**src/rtl/matrix_alu_pkg.sv**
```systemverilog
// Shared constants and types for the sequential 2x2 matrix ALU.
// Op bit positions, FSM states, per-op cycle counts, element indices, MAC modes.
package matrix_alu_pkg;

  localparam int OP_ADD = 0;
  localparam int OP_SUB = 1;
  localparam int OP_MUL = 2;

  localparam int N_ADDSUB = 4;
  localparam int N_MUL    = 8;

  // Element index = {row, col}
  localparam logic [1:0] E00 = 2'd0;
  localparam logic [1:0] E01 = 2'd1;
  localparam logic [1:0] E10 = 2'd2;
  localparam logic [1:0] E11 = 2'd3;

  typedef enum logic [1:0] {IDLE, BUSY, DONE} state_t;

  typedef enum logic [1:0] {MAC_ADD, MAC_SUB, MAC_MUL_LD, MAC_MUL_ACC} mac_mode_t;

  function automatic logic op_legal(input logic [2:0] op);
    return (op == (3'd1 << OP_ADD)) || (op == (3'd1 << OP_SUB)) || (op == (3'd1 << OP_MUL));
  endfunction

endpackage

```
**src/rtl/mat_elem_mac.sv**
```systemverilog
// Shared element datapath: one DW x DW multiplier and one OW-bit adder/subtractor.
// Purely combinational; carry reports only the accumulate-mode wrap.
module mat_elem_mac
  import matrix_alu_pkg::*;
#(
  parameter int DW = 8,
  parameter int OW = 16
)
(
  input  mac_mode_t     mode,
  input  logic [DW-1:0] a,
  input  logic [DW-1:0] b,
  input  logic [OW-1:0] acc,
  output logic [OW-1:0] res,
  output logic          carry
);

  logic [2*DW-1:0] prod;
  logic [OW:0]     sum;

  assign prod = (2*DW)'(a) * (2*DW)'(b);

  always_comb begin
    sum = '0;
    case (mode)
      MAC_ADD:     sum = (OW+1)'(a) + (OW+1)'(b);
      MAC_SUB:     sum = (OW+1)'(a) - (OW+1)'(b);
      MAC_MUL_LD:  sum = (OW+1)'(prod);
      MAC_MUL_ACC: sum = {1'b0, acc} + (OW+1)'(prod);
      default:     sum = '0;
    endcase
  end

  // Bit OW of a subtract is a borrow, not an overflow, so only accumulate reports it.
  assign res   = sum[OW-1:0];
  assign carry = (mode == MAC_MUL_ACC) && sum[OW];

endmodule

```
**src/rtl/matrix_alu_seq.sv**
```systemverilog
// Sequential 2x2 matrix add/sub/mult over one shared MAC; out_valid N+1 cycles after accept (4/8 BUSY cycles).
// One op in flight: in_ready only in IDLE, DONE holds results until out_ready. MATRIX_ALU_SEQ_PERF_EN adds perf counters.
module matrix_alu_seq
  import matrix_alu_pkg::*;
#(
  parameter int DW = 8,
  parameter int OW = 16
)
(
  input  logic          clk,
  input  logic          rst,
  input  logic          in_valid,
  output logic          in_ready,
  input  logic [2:0]    op,
  input  logic [DW-1:0] a00,
  input  logic [DW-1:0] a01,
  input  logic [DW-1:0] a10,
  input  logic [DW-1:0] a11,
  input  logic [DW-1:0] b00,
  input  logic [DW-1:0] b01,
  input  logic [DW-1:0] b10,
  input  logic [DW-1:0] b11,
  output logic          out_valid,
  input  logic          out_ready,
  output logic [OW-1:0] y00,
  output logic [OW-1:0] y01,
  output logic [OW-1:0] y10,
  output logic [OW-1:0] y11,
  output logic          ovf,
  output logic          err
`ifdef MATRIX_ALU_SEQ_PERF_EN
  ,
  output logic [15:0]   perf_ops,
  output logic [31:0]   perf_busy
`endif
);

  state_t        state;
  logic [2:0]    k;
  logic          is_mul;
  logic          is_sub;
  logic [DW-1:0] a_r [4];
  logic [DW-1:0] b_r [4];
  logic [OW-1:0] acc;
  logic [OW-1:0] y_r [4];

  logic [1:0]    e;
  logic [1:0]    ai;
  logic [1:0]    bi;
  logic          last_k;
  mac_mode_t     mode;
  logic [OW-1:0] mac_res;
  logic          mac_carry;

  // Multiply walks k as {element, term}: term t picks A column t and B row t.
  always_comb begin
    e      = is_mul ? k[2:1] : k[1:0];
    ai     = is_mul ? {e[1], k[0]} : e;
    bi     = is_mul ? {k[0], e[0]} : e;
    mode   = is_mul ? (k[0] ? MAC_MUL_ACC : MAC_MUL_LD) : (is_sub ? MAC_SUB : MAC_ADD);
    last_k = (k == (is_mul ? 3'(N_MUL - 1) : 3'(N_ADDSUB - 1)));
  end

  mat_elem_mac #(.DW(DW), .OW(OW)) u_mac (
    .mode  (mode),
    .a     (a_r[ai]),
    .b     (b_r[bi]),
    .acc   (acc),
    .res   (mac_res),
    .carry (mac_carry)
  );

  always_ff @(posedge clk) begin
    if (rst) begin
      state     <= IDLE;
      in_ready  <= 1'b1;
      out_valid <= 1'b0;
      ovf       <= 1'b0;
      err       <= 1'b0;
      k         <= '0;
      acc       <= '0;
      is_mul    <= 1'b0;
      is_sub    <= 1'b0;
      for (int i = 0; i < 4; i++) begin
        y_r[i] <= '0;
        a_r[i] <= '0;
        b_r[i] <= '0;
      end
    end else begin
      case (state)
        IDLE: begin
          if (in_valid && in_ready) begin
            a_r[E00] <= a00;
            a_r[E01] <= a01;
            a_r[E10] <= a10;
            a_r[E11] <= a11;
            b_r[E00] <= b00;
            b_r[E01] <= b01;
            b_r[E10] <= b10;
            b_r[E11] <= b11;
            is_mul   <= op[OP_MUL];
            is_sub   <= op[OP_SUB];
            for (int i = 0; i < 4; i++) y_r[i] <= '0;
            ovf      <= 1'b0;
            k        <= '0;
            in_ready <= 1'b0;
            if (op_legal(op)) begin
              err   <= 1'b0;
              state <= BUSY;
            end else begin
              err       <= 1'b1;
              out_valid <= 1'b1;
              state     <= DONE;
            end
          end
        end
        BUSY: begin
          if (mode == MAC_MUL_LD) begin
            acc <= mac_res;
          end else begin
            y_r[e] <= mac_res;
          end
          if (mac_carry) ovf <= 1'b1;
          if (last_k) begin
            k         <= '0;
            out_valid <= 1'b1;
            state     <= DONE;
          end else begin
            k <= k + 3'd1;
          end
        end
        DONE: begin
          if (out_ready) begin
            out_valid <= 1'b0;
            in_ready  <= 1'b1;
            state     <= IDLE;
          end
        end
        default: begin
          state     <= IDLE;
          in_ready  <= 1'b1;
          out_valid <= 1'b0;
        end
      endcase
    end
  end

  assign y00 = y_r[E00];
  assign y01 = y_r[E01];
  assign y10 = y_r[E10];
  assign y11 = y_r[E11];

`ifdef MATRIX_ALU_SEQ_PERF_EN
  always_ff @(posedge clk) begin
    if (rst) begin
      perf_ops  <= '0;
      perf_busy <= '0;
    end else begin
      if (out_valid && out_ready) perf_ops <= perf_ops + 16'd1;
      if (state == BUSY)          perf_busy <= perf_busy + 32'd1;
    end
  end
`endif

endmodule

```
**config.mk**
```make
export PLATFORM = sky130hd
export DESIGN_NAME = matrix_alu_seq
export DESIGN_NICKNAME = d
export VERILOG_FILES = /design/src/rtl/matrix_alu_pkg.sv /design/src/rtl/mat_elem_mac.sv /design/src/rtl/matrix_alu_seq.sv
export SDC_FILE = /design/constraint.sdc
export NUM_CORES = 1
export LEC_CHECK = 0
export CAP_MARGIN = 30
export CORE_ASPECT_RATIO = 0.5
export CORE_MARGIN = 1
export CORE_UTILIZATION = 56
export CTS_CLUSTER_DIAMETER = 40
export CTS_CLUSTER_SIZE = 10
export DETAILED_ROUTE_END_ITERATION = 6
export GPL_ROUTABILITY_DRIVEN = 0
export PLACE_DENSITY_LB_ADDON = 0.12
export SLEW_MARGIN = 10
export SYNTH_ARGS = -nofsm -noshare
export SYNTH_HDL_FRONTEND = slang
export SYNTH_SLANG_ARGS = --single-unit
```
**constraint.sdc**
```tcl
create_clock -name clk -period 9.4 [get_ports clk]
set_clock_uncertainty 0.05 [all_clocks]
set_input_delay 1.41 -clock clk [delete_from_list [all_inputs] [get_ports clk]]
set_output_delay 1.41 -clock clk [all_outputs]
set_load 0.05 [all_outputs]
```
# Yosys cells after proc, flatten, opt, wreduce, memory -nomap -nowiden
# Memories as Yosys holds them, arrays and structs flattened.
# Index checks and enable logic that the tools add are counted.
# classes
n_reduce_logical	15
mul	1
bitwise	13
shift	0
n_eq_ne	14
n_div	0
n_addsub	4
magnitude_cmp	0
mux	52
# ops
cell	count
$mux 16	5
$pmux 17 s4	1
$mux 8	8
$mux 1	22
$add 16x16->17	1
$mul 8x8->16	1
$mux 2	8
$reduce_or 16->1	1
$or 1x1->1	12
$ne 2x2->1 const B	5
$add 8x8->9	1
$mux 3	3
$reduce_and 3->1	3
$sub 8x8->9	1
$eq 2x2->1 const B	3
$pmux 1 s3	2
$pmux 2 s3	1
$pmux 3 s2	1
$reduce_and 2->1	3
$eq 2x1->1 const B	2
$logic_not 2->1	2
$reduce_and 4->1	1
$add 3x1->3 const B	1
$eq 3x1->1 const B	1
8 further kinds	10
# word_totals
out_inout_bits	68
n_memories	3
regBits	27
latch_bits	0
ram_bits	128
input_bits	71
rom_bits	0
elab_cells	111
# memory_table
name	words	width	rd	rd_ports_with_merged_regs	wr	line_no	source
y_r	4	16	4	0	4	matrix_alu_seq.sv:45	logic [OW-1:0] y_r [4];
a_r	4	8	1	0	4	matrix_alu_seq.sv:42	logic [DW-1:0] a_r [4];
b_r	4	8	1	0	4	matrix_alu_seq.sv:43	logic [DW-1:0] b_r [4];

# Depth between registers and ports, before layout
# Gate-level depths: netlist of the first run.
# logic_depth
ltp_word	9
depth_mapped	28
mapped_depth_nobuf	27

# Modules after synthesis
# A second synthesis of the first run with hierarchy kept.
# unflattened
hier_cells	905
area_unflattened_um2	10164.7
# by_module_without_submodules
module	area_each_um2	cells_per_inst	n_inst	seq_area_each_um2
matrix_alu_seq	6418.7	436	1	4384.2
mat_elem_mac	3746.1	469	1	0.0

# Least setup slack after synthesis of the first run
# Ideal clock, no wire load.
# synth_path
path_type	reg2reg
from	register k[0]
to	memory y_r[0][14], data pin
n_path_buf	3
setup_time_ps	266
stages_incl_launch_ff	27
period_less_slack_ps	6950
t_required_ps	9084
setup_slack_ps	2450
t_arrival_ps	6634
path_cell_list	dfxtp_1 buf_2 mux2i_1 buf_2 mux4_2 inv_1 nor2_1 fa_1 fa_1 inv_1 fa_1 fa_1 inv_1 ha_1 o21ai_0 o21bai_1 a2111oi_0 nor2_1 xor2_1 ha_1 clkbuf_1 o21ai_0 o21ai_0 o31ai_1 xnor2_1 a221oi_2 nor2_1
# synth_lines
item	line_no	source
from (decl)	matrix_alu_seq.sv:39	logic [2:0] k;
from (signal assigned)	matrix_alu_seq.sv:129	k <= k + 3'd1;
to (decl)	matrix_alu_seq.sv:45	

==> results of run 1 <==
## cells in the mapped netlist, types with 19 or more instances
master,instances
a21oi_1,51
and2_1,105
clkbuf_1,29
dfxtp_1,27
edfxtp_1,128
fa_1,39
ha_1,69
inv_1,68
nand2_1,67
nor2_1,117
o21ai_0,28
xnor2_1,19
## how the worst max path moves through the flow
stage	end	slack (ps)	cells after the start
3_5_place_dp	y_r[3][14]	1250	25
2_1_floorplan	y_r[0][14]	2450	26
4_1_cts	y_r[3][14]	1200	25
5_1_grt	y_r[3][14]	690	25
3_3_place_gp	y_r[3][14]	1450	25
6_report	y_r[3][14]	1160	25
## per-stage QoR
step,total power [W],hold slack (ps),util,worst slack [ps]
after CTS,0.00254,413,0.715,1200
after global placement,0.00183,393,0.680,1450
after floorplan,0.00157,391,-,2450
after global routing,0.00268,432,0.715,688
final,0.00255,411,0.715,1160
after detailed placement,0.00185,402,0.680,1250
## registers in the layout, summed over array words and instances, names as in the netlist
name and cells:
out_valid 1, acc 16, k 3, err 1, y_r 64, is_sub 1, in_ready 1, state 2
b_r 32, ovf 1, is_mul 1, a_r 32
## worst min-delay path: stages, from the launching register on
cell     delay [ps]
dfxtp_1         310
nand2_1          50
a21oi_1          50
## routing by layer
| layer | vias up | part of all wire | global-route usage |
|---|---|---|---|
| met2 | 311 | 0.43 | 0.405 |
| met5 | - | 0 | 0 |
| met1 | 3401 | 0.48 | 0.380 |
| met4 | 0 | 0.017 | 0.0733 |
| met3 | 29 | 0.072 | 0.0478 |
| li1 | 3446 | - | - |
## logic make-up (layout without fill, tap and decap cells)
kind of cell	Yosys count	after routing	share of synthesized area
AOI/OAI and AO/OA	150	150	0.0989
xor gates and xnor gates	29	29	0.0277
adders and majority gates	108	108	0.167
buffers and inverters	105	243	0.0409
DFF	155	155	0.446
muxes	24	24	0.0449
and+or+nand+nor	351	351	0.175
## cells in the final DEF (no fill, tap or decap), types with 16 or more instances in the layout
cell type / synthesis / routed
dfxtp_1: 27 / 27
a21oi_1: 51 / 51
mux4_2: 16 / 16
xnor2_1: 19 / 19
clkdlybuf4s50_1: 0 / 138
nor2_1: 117 / 116
fa_1: 39 / 39
o21ai_0: 28 / 28
nand2_1: 67 / 67
nor3_1: 18 / 18
clkbuf_16: 0 / 17
and2_1: 105 / 105
inv_1: 68 / 67
ha_1: 69 / 69
edfxtp_1: 128 / 128
## report_power, final
part           total (W)  switching [W]  leakage (nW)  internal [W]
logic            0.00100       0.000638          3.04      0.000366
clock network   0.000691       0.000315         0.279      0.000376
registers       0.000852      0.0000294          1.59      0.000822
total            0.00255       0.000982          4.91       0.00156
## layout make-up
cell class	count	area, µm²
Timing Repair Buffer	143	1420
Inverter	68	255
Tap cell	227	284
Multi-Input combinational cell	662	5060
Fill cell	1189	4790
Clock buffer	18	429
Sequential cell	155	4380
Clock inverter	14	149
==> run metrics, run 1 <==
largest net degree at the start of global routing=65; vias in the first global route=6809; slowest stage cell, crit path=nor2_1; Tmin final=8240 ps; r2r setup slk=1160 ps; pwr/cell area=213 mW/mm²; Max Buffers Root-to-Sink=2; Static Leak=4.91 nW; register area share after synthesis=0.446; Layout area overhead=21.7%; Synth top area share=0.391; drt drc=0; Tcrit/Tclk final=0.876; area leader, netlist=edfxtp_1; Reg-to-Reg Start=is_mul; drt wl/cell=17.7 µm; Hold Path Cell Cnt=2; Vias per Instance=5.58; fmax=121 MHz; Buffers on Ports=138; Post-Route WL=22700 µm; synthesized area per cell=10.7 µm²; final-report max-slew violation count=0; kind of cell adding the most delay to the critical path=adder cells; first-pass GRT wire length=35900 µm; Final Hold Vio Count=0; GR Overflow Total=0; Yosys cell types=61; Synth Net Count=1101; Startpoint Class=flop; Initial Utilization=0.587; total number of vias=7187; CP required=9490 ps; DRT Pass-1 Iters=4; Mapped Area=0.00984 mm²; Core Rows=33; Die Area=0.0181 mm²; Synth area leaders=edfxtp_1, ha_1, fa_1; register bit total from synthesis=155; Critical Path AT=8320 ps; Hold WC Path Type=reg2reg; H-tree level count=4; Reg clk slew, reported paths=70 ps; Placed Cells incl. Taps=1255; Worst setup EP type=flop; clock root buffer=clkbuf_16; Max IR drop VDD=144 µV; Layout Nets=1226; cts repair resizes=0; CP Class=reg2reg; Final Cell Area=0.0120 mm²; unrepaired setup endpoints after global routing=no; DR iter-0 viols=508; Inserted Clock Buffers=17; final setup fails=0; Setup TNS=0 ps; outcome=finished clean; critical-path maximum fanout=23; ANT cells=0; Die H=95.7 µm; hold bufs inserted after CTS=0; All-Layer GR Usage=0.261; max incr delay on CP=780 ps; post-CTS setup buffers=0; ANT nets after route=0; number of synthesis warnings=0; layout cells sized above 1=0.0679; Hold Crit Endpoint=acc[14]; reg2reg path depth=25; CTS tree=done; max cap viols=0; post-synthesis cell count=922; Worst-Margin Slew=932 ps; non-filler cells, final=1287; initial antenna violation count=0; Chip Width=189 µm; worst r2r dst=y_r[3][14]; number of synthesized flops with an enable pin=128; I/O pin count=139; relative slew slack=0.376; Final HPWL DP=16600 µm; clock sink count=155; hold_sp=acc[14]; core outline area=0.0168 mm²; Worst Setup SP=is_mul; WP buf/inv=3; Synth async-reset ratio=0; Post-DP Area=0.0114 mm²; top_reg_cell synth=edfxtp_1; Clock Latency Late Sink=430 ps
Power figures use the tool's default switching activity.
==> run 2, diff against run 1 <==
--- a/config.mk
+++ b/config.mk
@@ -14,6 +14,7 @@
 export DETAILED_ROUTE_END_ITERATION = 6
 export GPL_ROUTABILITY_DRIVEN = 0
 export PLACE_DENSITY_LB_ADDON = 0.12
+export SETUP_SLACK_MARGIN = 0.05
 export SLEW_MARGIN = 10
 export SYNTH_ARGS = -nofsm -noshare
 export SYNTH_HDL_FRONTEND = slang
==> results of run 2 <==
Same layout as run 1: the final DEF is identical, and so are final timing and power.
